[src/rtl/control_fsm.sv]
// Registered multi-cycle control unit for the 8-bit single-issue CPU.
// Decodes the opcode into datapath controls and sequences the iterative
// multiplier and data-memory handshake. All outputs come straight from flops.
module control_fsm #(
  parameter int unsigned OPCODE_W   = 8,
  parameter int unsigned ALUOP_W    = 3,
  parameter int unsigned MUL_CYCLES = 3
) (
  input  logic                CLK,
  input  logic                RESET,
  input  logic [OPCODE_W-1:0] OPCODE,
  input  logic                INSTR_VALID,
  input  logic                BUSYWAIT,
  output logic                IMM,
  output logic                SIGN,
  output logic [ALUOP_W-1:0]  ALUOP,
  output logic                WRITEENABLE,
  output logic                J,
  output logic                BEQ,
  output logic                BNEQ,
  output logic                MEMREAD,
  output logic                MEMWRITE,
  output logic                WB_SEL,
  output logic                STALL,
  output logic                ILLEGAL
);

  localparam logic [OPCODE_W-1:0] OpLoadi = OPCODE_W'(8'h00);
  localparam logic [OPCODE_W-1:0] OpMov   = OPCODE_W'(8'h01);
  localparam logic [OPCODE_W-1:0] OpAdd   = OPCODE_W'(8'h02);
  localparam logic [OPCODE_W-1:0] OpSub   = OPCODE_W'(8'h03);
  localparam logic [OPCODE_W-1:0] OpAnd   = OPCODE_W'(8'h04);
  localparam logic [OPCODE_W-1:0] OpOr    = OPCODE_W'(8'h05);
  localparam logic [OPCODE_W-1:0] OpJ     = OPCODE_W'(8'h06);
  localparam logic [OPCODE_W-1:0] OpBeq   = OPCODE_W'(8'h07);
  localparam logic [OPCODE_W-1:0] OpBne   = OPCODE_W'(8'h08);
  localparam logic [OPCODE_W-1:0] OpMul   = OPCODE_W'(8'h09);
  localparam logic [OPCODE_W-1:0] OpLwd   = OPCODE_W'(8'h0A);
  localparam logic [OPCODE_W-1:0] OpLwi   = OPCODE_W'(8'h0B);
  localparam logic [OPCODE_W-1:0] OpSwd   = OPCODE_W'(8'h0C);
  localparam logic [OPCODE_W-1:0] OpSwi   = OPCODE_W'(8'h0D);

  localparam logic [ALUOP_W-1:0] AluPass = ALUOP_W'(3'd0);
  localparam logic [ALUOP_W-1:0] AluAdd  = ALUOP_W'(3'd1);
  localparam logic [ALUOP_W-1:0] AluAnd  = ALUOP_W'(3'd2);
  localparam logic [ALUOP_W-1:0] AluOr   = ALUOP_W'(3'd3);
  localparam logic [ALUOP_W-1:0] AluMul  = ALUOP_W'(3'd4);

  // First MUL_BUSY cycle is already counted by the entry edge, hence the -2.
  localparam logic [3:0] MulLoad = (MUL_CYCLES > 1) ? 4'(MUL_CYCLES - 2) : 4'd0;
  localparam bit         MulMulti = (MUL_CYCLES > 1);

  typedef enum logic [1:0] {
    StDecode,
    StMulBusy,
    StMemWait,
    StMemDone
  } state_e;

  typedef struct packed {
    logic               imm;
    logic               sign;
    logic [ALUOP_W-1:0] aluop;
    logic               we;
    logic               j;
    logic               beq;
    logic               bneq;
    logic               memread;
    logic               memwrite;
    logic               wb_sel;
    logic               stall;
    logic               illegal;
  } ctrl_t;

  state_e     state_q, state_d;
  logic [3:0] cnt_q, cnt_d;
  ctrl_t      ctrl_q, ctrl_d;

  // Next-state and next-output computation.
  always_comb begin
    state_d = state_q;
    cnt_d   = cnt_q;
    ctrl_d  = ctrl_q;
    unique case (state_q)
      StMulBusy: begin
        if (cnt_q == 4'd0) begin
          state_d      = StDecode;
          ctrl_d.stall = 1'b0;
          ctrl_d.we    = 1'b1;
        end else begin
          cnt_d = cnt_q - 4'd1;
        end
      end
      StMemWait: begin
        if (!BUSYWAIT) begin
          state_d         = StMemDone;
          ctrl_d.memread  = 1'b0;
          ctrl_d.memwrite = 1'b0;
          ctrl_d.stall    = 1'b0;
          // wb_sel is only set for loads, so it doubles as the load flag.
          ctrl_d.we       = ctrl_q.wb_sel;
        end
      end
      StDecode, StMemDone: begin
        state_d = StDecode;
        cnt_d   = 4'd0;
        ctrl_d  = '0;
        if (INSTR_VALID) begin
          case (OPCODE)
            OpLoadi: begin
              ctrl_d.imm = 1'b1;
              ctrl_d.we  = 1'b1;
            end
            OpMov: ctrl_d.we = 1'b1;
            OpAdd: begin
              ctrl_d.aluop = AluAdd;
              ctrl_d.we    = 1'b1;
            end
            OpSub: begin
              ctrl_d.sign  = 1'b1;
              ctrl_d.aluop = AluAdd;
              ctrl_d.we    = 1'b1;
            end
            OpAnd: begin
              ctrl_d.aluop = AluAnd;
              ctrl_d.we    = 1'b1;
            end
            OpOr: begin
              ctrl_d.aluop = AluOr;
              ctrl_d.we    = 1'b1;
            end
            OpJ: ctrl_d.j = 1'b1;
            OpBeq: begin
              ctrl_d.sign  = 1'b1;
              ctrl_d.aluop = AluAdd;
              ctrl_d.beq   = 1'b1;
            end
            OpBne: begin
              ctrl_d.sign  = 1'b1;
              ctrl_d.aluop = AluAdd;
              ctrl_d.bneq  = 1'b1;
            end
            OpMul: begin
              ctrl_d.aluop = AluMul;
              if (MulMulti) begin
                state_d      = StMulBusy;
                cnt_d        = MulLoad;
                ctrl_d.stall = 1'b1;
              end else begin
                ctrl_d.we = 1'b1;
              end
            end
            OpLwd, OpLwi: begin
              state_d        = StMemWait;
              ctrl_d.aluop   = AluPass;
              ctrl_d.imm     = (OPCODE == OpLwi);
              ctrl_d.wb_sel  = 1'b1;
              ctrl_d.memread = 1'b1;
              ctrl_d.stall   = 1'b1;
            end
            OpSwd, OpSwi: begin
              state_d         = StMemWait;
              ctrl_d.aluop    = AluPass;
              ctrl_d.imm      = (OPCODE == OpSwi);
              ctrl_d.memwrite = 1'b1;
              ctrl_d.stall    = 1'b1;
            end
            default: ctrl_d.illegal = 1'b1;
          endcase
        end
      end
      default: begin
        state_d = StDecode;
        cnt_d   = 4'd0;
        ctrl_d  = '0;
      end
    endcase
  end

  // State, counter and output registers; reset wins over every transition.
  always_ff @(posedge CLK) begin
    if (RESET) begin
      state_q <= StDecode;
      cnt_q   <= 4'd0;
      ctrl_q  <= '0;
    end else begin
      state_q <= state_d;
      cnt_q   <= cnt_d;
      ctrl_q  <= ctrl_d;
    end
  end

  assign IMM         = ctrl_q.imm;
  assign SIGN        = ctrl_q.sign;
  assign ALUOP       = ctrl_q.aluop;
  assign WRITEENABLE = ctrl_q.we;
  assign J           = ctrl_q.j;
  assign BEQ         = ctrl_q.beq;
  assign BNEQ        = ctrl_q.bneq;
  assign MEMREAD     = ctrl_q.memread;
  assign MEMWRITE    = ctrl_q.memwrite;
  assign WB_SEL      = ctrl_q.wb_sel;
  assign STALL       = ctrl_q.stall;
  assign ILLEGAL     = ctrl_q.illegal;

endmodule

[config.mk]
export PLATFORM = sky130hd
export DESIGN_NAME = control_fsm
export DESIGN_NICKNAME = d
export VERILOG_FILES = /design/src/rtl/control_fsm.sv
export SDC_FILE = /design/constraint.sdc
export NUM_CORES = 1
export LEC_CHECK = 0
export CORE_UTILIZATION = 54
export CTS_BUF_LIST = sky130_fd_sc_hd__clkbuf_8
export CTS_CLUSTER_DIAMETER = 80
export CTS_CLUSTER_SIZE = 12
export DETAILED_ROUTE_END_ITERATION = 16
export PLACE_DENSITY_LB_ADDON = 0.3
export SETUP_SLACK_MARGIN = 0.15
export SYNTH_ARGS = -nofsm -noshare
export SYNTH_HDL_FRONTEND = slang
export SYNTH_SLANG_ARGS = --single-unit
[constraint.sdc]
create_clock -name CLK -period 3 [get_ports CLK]
set_input_delay 0.3 -clock CLK [delete_from_list [all_inputs] [get_ports CLK]]
set_output_delay 0.3 -clock CLK [all_outputs]
set_load 0.02 [all_outputs]
# ---- Word-level counts from Yosys, hierarchy flattened
# Cells that the tools add are included.
dict set report classes {
  n_addsub 1
  n_reduce_logical 17
  muxes 29
  n_eq_ne 19
}
# operator count
set ops {}
lappend ops {{$eq 8x4->1 const B} 6}
lappend ops {{$eq 8x3->1 const B} 4}
lappend ops {{$eq 8x2->1 const B} 2}
lappend ops {{$mux 1} 15}
lappend ops {{$mux 14} 1}
lappend ops {{$reduce_or 14->1} 1}
lappend ops {{$pmux 3 s4} 1}
lappend ops {{$pmux 1 s3} 3}
lappend ops {{$eq 8x1->1 const B} 1}
lappend ops {{$logic_not 8->1} 1}
lappend ops {{$mux 2} 4}
lappend ops {{$pmux 2 s2} 2}
lappend ops {{$pmux 4 s2} 1}
lappend ops {{$reduce_or 4->1} 2}
lappend ops {{$ne 2x2->1 const B} 3}
lappend ops {{$pmux 2 s3} 1}
lappend ops {{$reduce_and 2->1} 3}
lappend ops {{$reduce_or 2->1} 3}
lappend ops {{$reduce_or 6->1} 1}
lappend ops {{$reduce_or 5->1} 1}
lappend ops {{$eq 2x2->1 const B} 2}
lappend ops {{$logic_not 4->1} 1}
lappend ops {{$mux 4} 1}
lappend ops {{$reduce_bool 2->1} 2}
lappend ops {{other kinds (4)} 4}
dict set report totals {
  ff_bits 20
  word_cells 80
  inputBits 12
  output_inout_bits 14
}

# ---- Depth between registers and ports, before layout
# Gate-level depths: netlist of run 1.
dict set report logic_depth {
  word_depth 5
  depth_mapped 7
  depth_no_buf 6
}

# ---- Worst setup path before layout of run 1
# OpenSTA, ideal clock, no wires.
dict set report synth_timing {
  path_kind {input -> register}
  startpoint {input port OPCODE[7]}
  endpoint {register ctrl_q (netlist bit STALL)}
  arrival_time_ns 1.471
  slack_ns 1.456
  cell_stages 5
  required_time_ns 2.927
  n_path_buf 1
  cell_sequence {or4_4 -> buf_6 -> nor4_4 -> nor3_1 -> nor3_2}
}
dict set report synth_via {
  elab_chain_cells 5
  elab_cells_between_ends 9
}
# element line_no
set synth_rtl {}
lappend synth_rtl {{from (decl)} 11} ;# input logic [OPCODE_W-1:0] OPCODE,
lappend synth_rtl {{$eq 8x4->1} 109} ;# case (OPCODE)
lappend synth_rtl {{$reduce_or 5->1 (no line) (*)} --}
lappend synth_rtl {{$mux 1 (*)} --}
lappend synth_rtl {{$mux 14 (*)} 108} ;# if (INSTR_VALID) begin
lappend synth_rtl {{$pmux 1 s3 (*)} 84} ;# unique case (state_q)
lappend synth_rtl {{to (signal assigned)} 189} ;# ctrl_q <= ctrl_d;
lappend synth_rtl {{to (decl)} 77} ;# ctrl_t ctrl_q, ctrl_d;
# Mark *: on every way between the ends. The rest lies on a longest branch, timed or not.
# A chain may end at the register's enable or synchronous reset.

# ---- Worst setup path after layout of run 1
dict set report layout_timing {
  startpoint {register state_q[0]}
  endpoint {register ctrl_q (netlist bit MEMREAD)}
}
dict set report layout_via {
  elab_chain_cells 4
  elab_cells_between_ends 8
}
# element line_no
set layout_rtl {}
lappend layout_rtl {{from (decl)} 75} ;# state_e state_q, state_d;
lappend layout_rtl {{from (signal assigned)} 183} ;# state_q <= StDecode;
lappend layout_rtl {{from (signal assigned)} 187} ;# state_q <= state_d;
lappend layout_rtl {{$eq 2x2->1 / $logic_not 2->1 (equally long branches)} 84}
lappend layout_rtl {{$reduce_or 2->1} 84}
lappend layout_rtl {{$reduce_bool 2->1 (no line)} --}
lappend layout_rtl {{$reduce_and 2->1 (no line)} --}
# Parallel ways exist; a longest one is shown, timed or not.

==> results of run 1 <==
## Yosys cell counts (all sizes together), types with 2 or more instances
| master | count | share of area, % |
|---|---|---|
| a21oi | 14 | 6.5 |
| a31oi | 4 | 2.3 |
| a32oi | 2 | 1.6 |
| clkbuf | 8 | 2.8 |
| dfxtp | 20 | 37 |
| ha | 4 | 4.6 |
| inv | 6 | 2.1 |
| nand2 | 18 | 6.2 |
| nand3 | 5 | 2.3 |
| nand3b | 2 | 1.4 |
| nand4 | 4 | 2.3 |
| nor2 | 11 | 4.0 |
| nor2b | 2 | 1.2 |
| nor3 | 9 | 5.5 |
| nor3b | 3 | 2.1 |
| nor4b | 2 | 3.6 |
| o21ai | 2 | 0.92 |
| or3b | 2 | 1.6 |
## tightest hold or removal path: stages (launching register included)
cell     delay [ps]
dfxtp_1         310
nand2_1          50
a21oi_1          50
## cell type report
type                       instances  area (um2)  area share, %
inverter                           6        22.5           1.61
clock inverter                     1        30.0           2.15
timing repair buffer              25         250           17.9
sequential                        20         400           28.6
clock buffer                       3        41.3           2.95
multi-input combinational         97         622           44.5
tap                               25        31.3           2.24
## power by group through the flow
stage	Clock [mW]	Combinational [mW]	Sequential, mW
6_report	0.276	0.0546	0.267
5_1_grt	0.284	0.0572	0.268
4_1_cts	0.277	0.0537	0.267
3_5_place_dp	0	0.0527	0.274
3_3_place_gp	0	0.0510	0.274
2_1_floorplan	0	0.0288	0.275
## logic make-up (layout without fill, tap and decap cells)
group	after synthesis	count (layout)	share of synthesized area [%]
flops	20	20	36.9
buf+inv	15	35	5.88
compound gates	28	28	15.7
fa+ha+maj	4	4	4.61
simple gates	63	63	35.3
xor+xnor	1	1	0.807
mux	1	1	0.922
## worst max path at each step
stage | endpoint | slack (ps) | depth (start not counted)
after floorplan | STALL | 1460 | 5
after global placement | BNEQ | 1030 | 5
after detailed placement | state_q[1] | 990 | 5
after CTS | BEQ | 1230 | 6
after global routing | BEQ | 1100 | 6
final | MEMREAD | 1200 | 6
## cells in the final DEF, fill, tap and decap left out, types with 2 or more instances in the layout
cell / instances
clkdlybuf4s50_1: 25
dfxtp_1: 20
nand2_1: 18
a21oi_1: 14
nor2_1: 10
nor3_1: 6
inv_1: 5
nand3_1: 5
nand4_1: 4
a31oi_1: 4
ha_1: 4
nor3b_1: 3
nor3_2: 3
clkbuf_8: 3
o21ai_1: 2
nand3b_1: 2
nor2b_1: 2
a32oi_1: 2
## stage by stage
stage	instances	total power, mW	area [um2]	hold slack (ps)
floorplan	132	0.304	1090	456
global placement	173	0.325	1330	441
detailed placement	173	0.326	1330	449
CTS	177	0.598	1400	457
global route	177	0.609	1400	484
finish	177	0.598	1400	454
## layer usage
metal  up-vias  track usage [%]  part of all wire (%)
li1        510                -                     -
met1       495             29.9                    43
met2        51             43.6                    49
met3         9             4.23                   6.4
met4         0             16.6                   2.3
met5         -                0                     0
## sequential cells by signal, summed over array words and instances (netlist names)
register,count
cnt_q,4
WRITEENABLE,1
STALL,1
MEMWRITE,1
WB_SEL,1
ILLEGAL,1
J,1
state_q,2
ALUOP,3
BNEQ,1
BEQ,1
IMM,1
SIGN,1
MEMREAD,1
==> out/results.tsv, run 1 <==
metric	value	unit
reg2regPathDepth	6	
clock_sinks	20	
dr_total_vias	1065	
arrival	1980	ps
end_kind	register	
fill_cells	128	
power.density	428	nW/um2
dpl.hpwl	1.77	mm
power.leakage	0.478	nW
grt_pass1_vias	956	
fin_skew	3.69	ps
die_x	46.8	um
ys_warn_count	0	
holdPathStages	2	
ys_seq_area_share	36.9	%
reg2reg_setup_slack	1200	ps
synth_enable_flop_cells	0	
routedWlPerCell	14.9	um
path_class	register to register	
grt_max_degree	21	
outcome	completed	
vdd_drop_max	0.326	mV
grt_pass1_wl	3.98	mm
start_util	60.3	%
dr.pass1.iters	4	
synth.ff_latch_count	20	
cp_max_fo	6	
cp_top_family	simple AND/OR/NAND/NOR gates	
port_buffers	25	
cts_buffers	3	
final-hold-violation-count	0	
hold_path.class	register to register	
cts_setup_buffers	0	
pre_cts_slack	987	ps
internal-power	469	uW
switching_share	21.6	%
ios	26	
cap_violations	0	
cts-root-buf	clkbuf_8	
period_share	60.0	%
grt_overflow_total	0	
ant_nets	0	
cts_hold_buf	0	
power_frac_clock	46.2	%
antenna_cells	0	
fin_util	77.6	%
seq_power_share	44.7	%
ys.flop_type	dfxtp_1	
die_h	46.8	um
finalWorstSetupSlack	1200	ps
clock_path_buffers	2	
grt_usage	25.7	%
hold_path_end	MEMWRITE	
critPathSlowestCell	ha_1	
synthCells	132	
period_minus_slack	1800	ps
synth_cell_types	37	
clock_latency	260	ps
cts.clk_slew.worst_paths	80	ps
hold_start	MEMWRITE	
syn_area_per_cell	8.23	um2
crit_chain	inv_1, ha_1, nand2_1, nor2_2, nand4_1, a21oi_1	
routed_wl	2.64	mm
cts_tree	built	
avgViaCountPerCell	6.02	
antenna_found_initial	0	
tightestPinTransition	737	ps
drtIter0Drc	33	
synthArstFlopShare	0	%
cts-htree-levels	1	
row_count	15	
worst-path-buf-inv	1	
dieArea	2190	um2
fmax	555	MHz
reg2reg_from	state_q[0]	
drc_errors	0	
combPwrFrac	9.1	%
fp.coreArea	1800	um2
setup.worst_path.start	state_q[0]	
relSlewSlack	50.7	%
netlist_area	1090	um2
startpoint_type	register	
setup_viol	0	
rsz0062_at_grt	false	
syn_nets	148	
r2r-end	MEMREAD	
drive_above_1_share	9.21	%
nets	169	
p_switching	130	uW
gp_congestion	0.849	
syn2layout_area_growth	28.7	%
cts_resized	0	
final-max-slew-violation-count	0	
slowest_delay	390	ps
setup_tns	0	ps
cp.required	3180	ps
(Power assumes the default switching activity.)
==> run 2, diff against run 1 <==
--- a/config.mk
+++ b/config.mk
@@ -5,7 +5,7 @@
 export SDC_FILE = /design/constraint.sdc
 export NUM_CORES = 1
 export LEC_CHECK = 0
-export CORE_UTILIZATION = 54
+export CORE_UTILIZATION = 51
 export CTS_BUF_LIST = sky130_fd_sc_hd__clkbuf_8
 export CTS_CLUSTER_DIAMETER = 80
 export CTS_CLUSTER_SIZE = 12
==> constraint.sdc (replaced) <==
create_clock -name CLK -period 1.8 [get_ports CLK]
set_input_delay 0.18 -clock CLK [delete_from_list [all_inputs] [get_ports CLK]]
set_output_delay 0.18 -clock CLK [all_outputs]
set_load 0.02 [all_outputs]
==> out/results.tsv, run 2 (synthesis results as in run 1) <==
metric	value	unit	change
clock_latency	260	ps	about the same
startpoint_type	register		unchanged
cpMostUsedCell	nor3_2		
pre_cts_slack	-103	ps	was 987 ps
vdd_drop_max	0.530	mV	was 0.326 mV
busiest_layer	met2		unchanged
cp_max_fo	3		was 6
largest_reg_flops	4		unchanged
gp_congestion	0.821		was 0.849
cts-htree-levels	1		unchanged
drtIter0Drc	28		was 33
fmax	610	MHz	was 555 MHz
start_util	54.8	%	was 60.3%
use_met3	4.07	%	was 4.23%
cp.required	1950	ps	was 3180 ps
routedWlPerCell	14.3	um	was 14.9 um
cts_hold_buf	0		unchanged
grt_max_degree	21		unchanged
grt_usage	25.7	%	about the same
tightestPinTransition	488	ps	was 737 ps
rsz0062_at_grt	true		was false
met2_usage	48.0	%	was 43.6%
cts_buffers	3		unchanged
path_class	register to register		unchanged
antenna_cells	0		unchanged
cts.clk_slew.worst_paths	80	ps	about the same
ant_nets	0		unchanged
end_kind	register		unchanged
drc_errors	0		unchanged
critPathSlowestCell	or3b_4		was ha_1
crit_chain	inv_1, ha_2, or3b_4, a22o_4, nor3_2, nor3_2		was inv_1, ha_1, nand2_1, nor2_2, nand4_1, a21oi_1
outcome	completed		unchanged
final-max-slew-violation-count	0		unchanged
power.density	667	nW/um2	was 428 nW/um2
final-hold-violation-count	0		unchanged
cp_top_family	simple AND/OR/NAND/NOR gates		unchanged
avgViaCountPerCell	5.69		was 6.02
grt_pass1_vias	1031		was 956
cts-root-buf	clkbuf_8		unchanged
fp.coreArea	1980	um2	was 1800 um2
drive_above_1_share	17.4	%	was 9.21%
row_count	16		was 15
dpl.hpwl	1.88	mm	was 1.77 mm
relSlewSlack	67.4	%	was 50.7%
grt_pass1_wl	4.13	mm	was 3.98 mm
antenna_found_initial	0		unchanged
cts_tree	built		unchanged
clock_sinks	20		unchanged
power.leakage	0.533	nW	was 0.478 nW
final_cell_mix	25 x clkdlybuf4s50_1, 20 x dfxtp_1, 17 x nand2_1		was 25 x clkdlybuf4s50_1, 20 x dfxtp_1, 18 x nand2_1
clock_path_buffers	2		unchanged
die_h	48.1	um	was 46.8 um
fill_cells	156		was 128
period_minus_slack	1640	ps	was 1800 ps
cts_setup_buffers	0		unchanged
grt_overflow_total	0		unchanged
dieArea	2320	um2	was 2190 um2
fin_skew	5.77	ps	was 3.69 ps
finalWorstSetupSlack	160	ps	was 1200 ps
nets	178		was 169
dr.pass1.iters	4		unchanged
fin_util	75.7	%	was 77.6%
top_register	cnt_q		unchanged
die_x	48.1	um	was 46.8 um
hold_path.class	register to register		unchanged
cap_violations	0		unchanged
dr_total_vias	1069		was 1065
period_share	91.1	%	was 60.0%
port_buffers	25		unchanged
use_met1	28.1	%	was 29.9%
final_common_cell	clkdlybuf4s50_1		unchanged
setup_viol	0		unchanged
arrival	1790	ps	was 1980 ps
routed_wl	2.68	mm	was 2.64 mm
slowest_delay	410	ps	was 390 ps
ios	26		unchanged
syn2layout_area_growth	38.1	%	was 28.7%
worst-path-buf-inv	1		unchanged
run 2: changes by cell type in the layout (fill, tap and decap cells not counted), sizes merged:
cell / previous run / this run
buf: 0 / 9
run 2: stage by stage:
| stage | hold slack, ps | instance area (um2) | setup TNS (ps) | cells | power [mW] |
|---|---|---|---|---|---|
| after global placement | 442 | 1400 | -114 | 184 | 0.553 |
| after detailed placement | 449 | 1400 | -533 | 184 | 0.555 |
| after global routing | 491 | 1500 | 0 | 188 | 1.03 |
| final | 458 | 1500 | 0 | 188 | 1.00 |
| after CTS | 462 | 1480 | 0 | 188 | 1.00 |
| after floorplan | 391 | 1090 | 0 | 132 | 0.507 |
run 2: final timing paths:
path	from	end	slack [ps]	cells after the start
worst min-delay path	MEMWRITE	MEMWRITE	460	2
worst max register to register	cnt_q[1]	STALL	160	6
worst max-delay path	cnt_q[1]	STALL	160	6
worst min register to register	MEMWRITE	MEMWRITE	460	2
run 2: timing repair:
action / 4_1_cts / 5_1_grt
gates resized for setup: 2 / 5
pin swaps: 0 / 5
setup endpoints to repair: 1 / 13
run 2: final cells by class:
type                       count  area (um2)  share of cell area (%)
tap                           27        33.8                    2.25
multi-input combinational     97         654                    43.6
clock buffer                   3        41.3                    2.75
sequential                    20         400                    26.7
clock inverter                 1        30.0                    2.00
timing repair buffer          34         318                    21.2
inverter                       6        22.5                    1.50
run 2: worst reg2reg max path, cell delays in order, from the launching register on:
cell     delay, ps
dfxtp_1        330
inv_1          100
ha_2           190
or3b_4         410
a22o_4         250
nor3_2         200
nor3_2          50
run 2: routing by layer:
metal  vias to the layer above  wire length (um)  share of wire, %
met3                         6               106               4.0
met5                         -                 0                 0
met1                       506              1140                42
met2                        27              1400                52
li1                        530                 -                 -
met4                         0                37               1.4
run 2: power by group:
| part | switching (mW) | internal (mW) |
|---|---|---|
| registers | 0.00143 | 0.444 |
| logic | 0.0544 | 0.0496 |
| clock network | 0.154 | 0.297 |
| total | 0.210 | 0.791 |
==> run 3, diff against run 2 <==
--- a/config.mk
+++ b/config.mk
@@ -5,12 +5,13 @@
 export SDC_FILE = /design/constraint.sdc
 export NUM_CORES = 1
 export LEC_CHECK = 0
-export CORE_UTILIZATION = 51
+export ABC_AREA = 1
+export CORE_UTILIZATION = 50
 export CTS_BUF_LIST = sky130_fd_sc_hd__clkbuf_8
 export CTS_CLUSTER_DIAMETER = 80
 export CTS_CLUSTER_SIZE = 12
 export DETAILED_ROUTE_END_ITERATION = 16
-export PLACE_DENSITY_LB_ADDON = 0.3
+export PLACE_DENSITY = 0.81
 export SETUP_SLACK_MARGIN = 0.15
 export SYNTH_ARGS = -nofsm -noshare
 export SYNTH_HDL_FRONTEND = slang
==> out/results.tsv, run 3 <==
metric	value	unit	change
endpoint	state_q[1]		was STALL
avgViaCountPerCell	5.48		was 5.69
final_common_cell	nand2_1		was clkdlybuf4s50_1
synthArstFlopShare	0	%	unchanged
synthTopCellsByArea	dfxtp_1 39%, nand2_1 16%, a21oi_1 7.7%		was dfxtp_1 37%, a21oi_1 6.5%, nand2_1 6.2%
syn_area_per_cell	6.80	um2	was 8.23 um2
synth_cell_types	23		was 37
dpl.hpwl	1.91	mm	was 1.88 mm
ant_nets	0		unchanged
cts-root-buf	clkbuf_8		unchanged
period_minus_slack	1490	ps	was 1640 ps
cts.clk_slew.worst_paths	70	ps	was 80 ps
clock_path_buffers	2		unchanged
ios	26		unchanged
die_x	47.6	um	was 48.1 um
synthCells	153		was 132
path_class	register to register		unchanged
drtIter0Drc	68		was 28
die_h	47.6	um	was 48.1 um
hold_path.class	register to register		unchanged
r2r-end	state_q[1]		was STALL
final-hold-violation-count	0		unchanged
drive_above_1_share	11.0	%	was 17.4%
fill_cells	178		was 156
slowest_delay	370	ps	was 410 ps
top_register	cnt_q		unchanged
cts_hold_buf	0		unchanged
setup_tns	0	ps	unchanged
syn_nets	169		was 148
cap_violations	0		unchanged
dr.pass1.iters	4		unchanged
stdcell_count	208		was 188
cp_max_fo	11		was 3
relSlewSlack	68.8	%	was 67.4%
cts_tree	built		unchanged
cp.required	1990	ps	was 1950 ps
largest_reg_flops	4		unchanged
worst-path-buf-inv	2		was 1
ys_seq_area_share	38.5	%	was 36.9%
startpoint_type	register		unchanged
syn2layout_area_growth	34.1	%	was 38.1%
routedWlPerCell	12.7	um	was 14.3 um
synth.ff_latch_count	20		unchanged
grt_pass1_wl	3.98	mm	was 4.13 mm
placedCellCount	204		was 184
vdd_drop_max	0.420	mV	was 0.530 mV
reg2reg_setup_slack	310	ps	was 160 ps
reg2regPathDepth	8		was 6
yosys.area.top_type	dfxtp_1		unchanged
clock_sinks	20		unchanged
setup_viol	0		unchanged
grt_usage	24.4	%	was 25.7%
stdcell_area	1390	um2	was 1500 um2
reg2reg_from	state_q[0]		was cnt_q[1]
row_count	16		unchanged
routed_wl	2.64	mm	was 2.68 mm
power.leakage	0.547	nW	was 0.533 nW
period_share	82.5	%	was 91.1%
cts-htree-levels	1		unchanged
antenna_found_initial	0		unchanged
nets	198		was 178
fin_util	71.0	%	was 75.7%
outcome	completed		unchanged
final-max-slew-violation-count	0		unchanged
setup.worst_path.start	state_q[0]		was cnt_q[1]
port_buffers	25		unchanged
cts_buffers	3		unchanged
arrival	1680	ps	was 1790 ps
synth_top_area_share	38.5	%	was 36.9%
power.density	639	nW/um2	was 667 nW/um2
postPlaceCellArea	1320	um2	was 1400 um2
ys_warn_count	0		unchanged
crit_chain	inv_1, ha_4, nand2_1, inv_4, nand3_1, nand3_1, nand2_1, a21oi_1		was inv_1, ha_2, or3b_4, a22o_4, nor3_2, nor3_2
gp_congestion	1.02		was 0.821
end_kind	register		unchanged
fp.coreArea	1960	um2	was 1980 um2
rsz0062_at_grt	false		was true
antenna_cells	0		unchanged
netlist_area	1040	um2	was 1090 um2
grt_overflow_total	0		unchanged
synthTopCellsByCount	43 x nand2_1, 20 x dfxtp_1, 16 x a21oi_1		was 20 x dfxtp_1, 18 x nand2_1, 14 x a21oi_1
yosysMostFrequentCell	nand2_1		was dfxtp_1
clock_latency	250	ps	was 260 ps
grt_pass1_vias	960		was 1031
start_util	53.0	%	was 54.8%
critPathSlowestCell	dfxtp_1		was or3b_4
tightestPinTransition	468	ps	was 488 ps
cp.depth	8		was 6
dr_total_vias	1140		was 1069
cp_top_family	simple AND/OR/NAND/NOR gates		unchanged
fin_skew	0.489	ps	was 5.77 ps
drc_errors	0		unchanged
synth_enable_flop_cells	0		unchanged
final_cell_mix	43 x nand2_1, 25 x clkdlybuf4s50_1, 20 x dfxtp_1		was 25 x clkdlybuf4s50_1, 20 x dfxtp_1, 17 x nand2_1
dieArea	2270	um2	was 2320 um2
ys.flop_type	dfxtp_1		unchanged
fmax	673	MHz	was 610 MHz
grt_max_degree	14		was 21
[run 3: cell types whose count changed in the layout (fill, tap and decap cells not counted), moves of 3 or more]
cell / change
buf_4: -7
inv_1: +7
nand2_1: +26
nand3_1: +6
nor2_2: +3
nor3_2: -3
nor3b_1: -3
o21ai_0: +3
[run 3: worst min-delay path by stage]
stage	start	end	slack (ps)	depth (start not counted)
final	IMM	IMM	470	2
after global routing	ALUOP[2]	ALUOP[2]	500	2
after CTS	IMM	IMM	470	2
after detailed placement	J	J	460	2
after global placement	J	J	450	2
after floorplan	RESET	ALUOP[0]	250	1
[run 3: cells by family (layout without fill, tap and decap cells)]
kind of cell / count (synthesis) / count (layout) / synth area share, %
simple gates: 76 / 76 / 31.0
buf+inv: 20 / 48 / 7.58
compound gates: 33 / 33 / 18.1
fa+ha+maj: 4 / 4 / 4.81
flops: 20 / 20 / 38.5
[run 3: area by class of cell]
cell class                 count  area [um2]  share of cell area [%]
sequential                    20         400                    28.7
tap                           27        33.8                    2.42
clock buffer                   4        55.1                    3.95
timing repair buffer          27         265                    19.0
inverter                      17        66.3                    4.76
multi-input combinational    113         573                    41.1
[run 3: tightest hold or removal path, delay by kind of cell (launching register included)]
kind	cells	cell delay (ps)
AOI/OAI and AO/OA	1	50
DFF	1	310
and+or+nand+nor	1	60
[run 3: report_power, final]
part | internal (mW) | switching (mW)
clock | 0.194 | 0.145
combinational | 0.0439 | 0.0582
sequential | 0.446 | 0.00287
[run 3: routing by layer]
| layer | global-route usage (%) | part of all wire, % | vias up | routed length [um] |
|---|---|---|---|---|
| li1 | - | - | 555 | - |
| met1 | 32.9 | 42 | 515 | 1100 |
| met2 | 40.5 | 49 | 59 | 1290 |
| met3 | 3.77 | 7.2 | 11 | 191 |
| met4 | 6.67 | 2.2 | 0 | 58 |
| met5 | 0 | 0 | - | 0 |
[run 3: per-stage QoR]
| stage | setup WS (ps) | power, mW | hold slack [ps] |
|---|---|---|---|
| floorplan | 422 | 0.510 | 249 |
| global placement | 315 | 0.555 | 452 |
| detailed placement | 270 | 0.557 | 461 |
| CTS | 242 | 0.893 | 472 |
| global route | 175 | 0.923 | 497 |
| finish | 314 | 0.891 | 469 |
[run 3: repair_timing]
action | CTS | global route
buffers inserted | 0 | 0
endpoints found under the setup margin | 0 | 3
gates resized for setup | 0 | 2
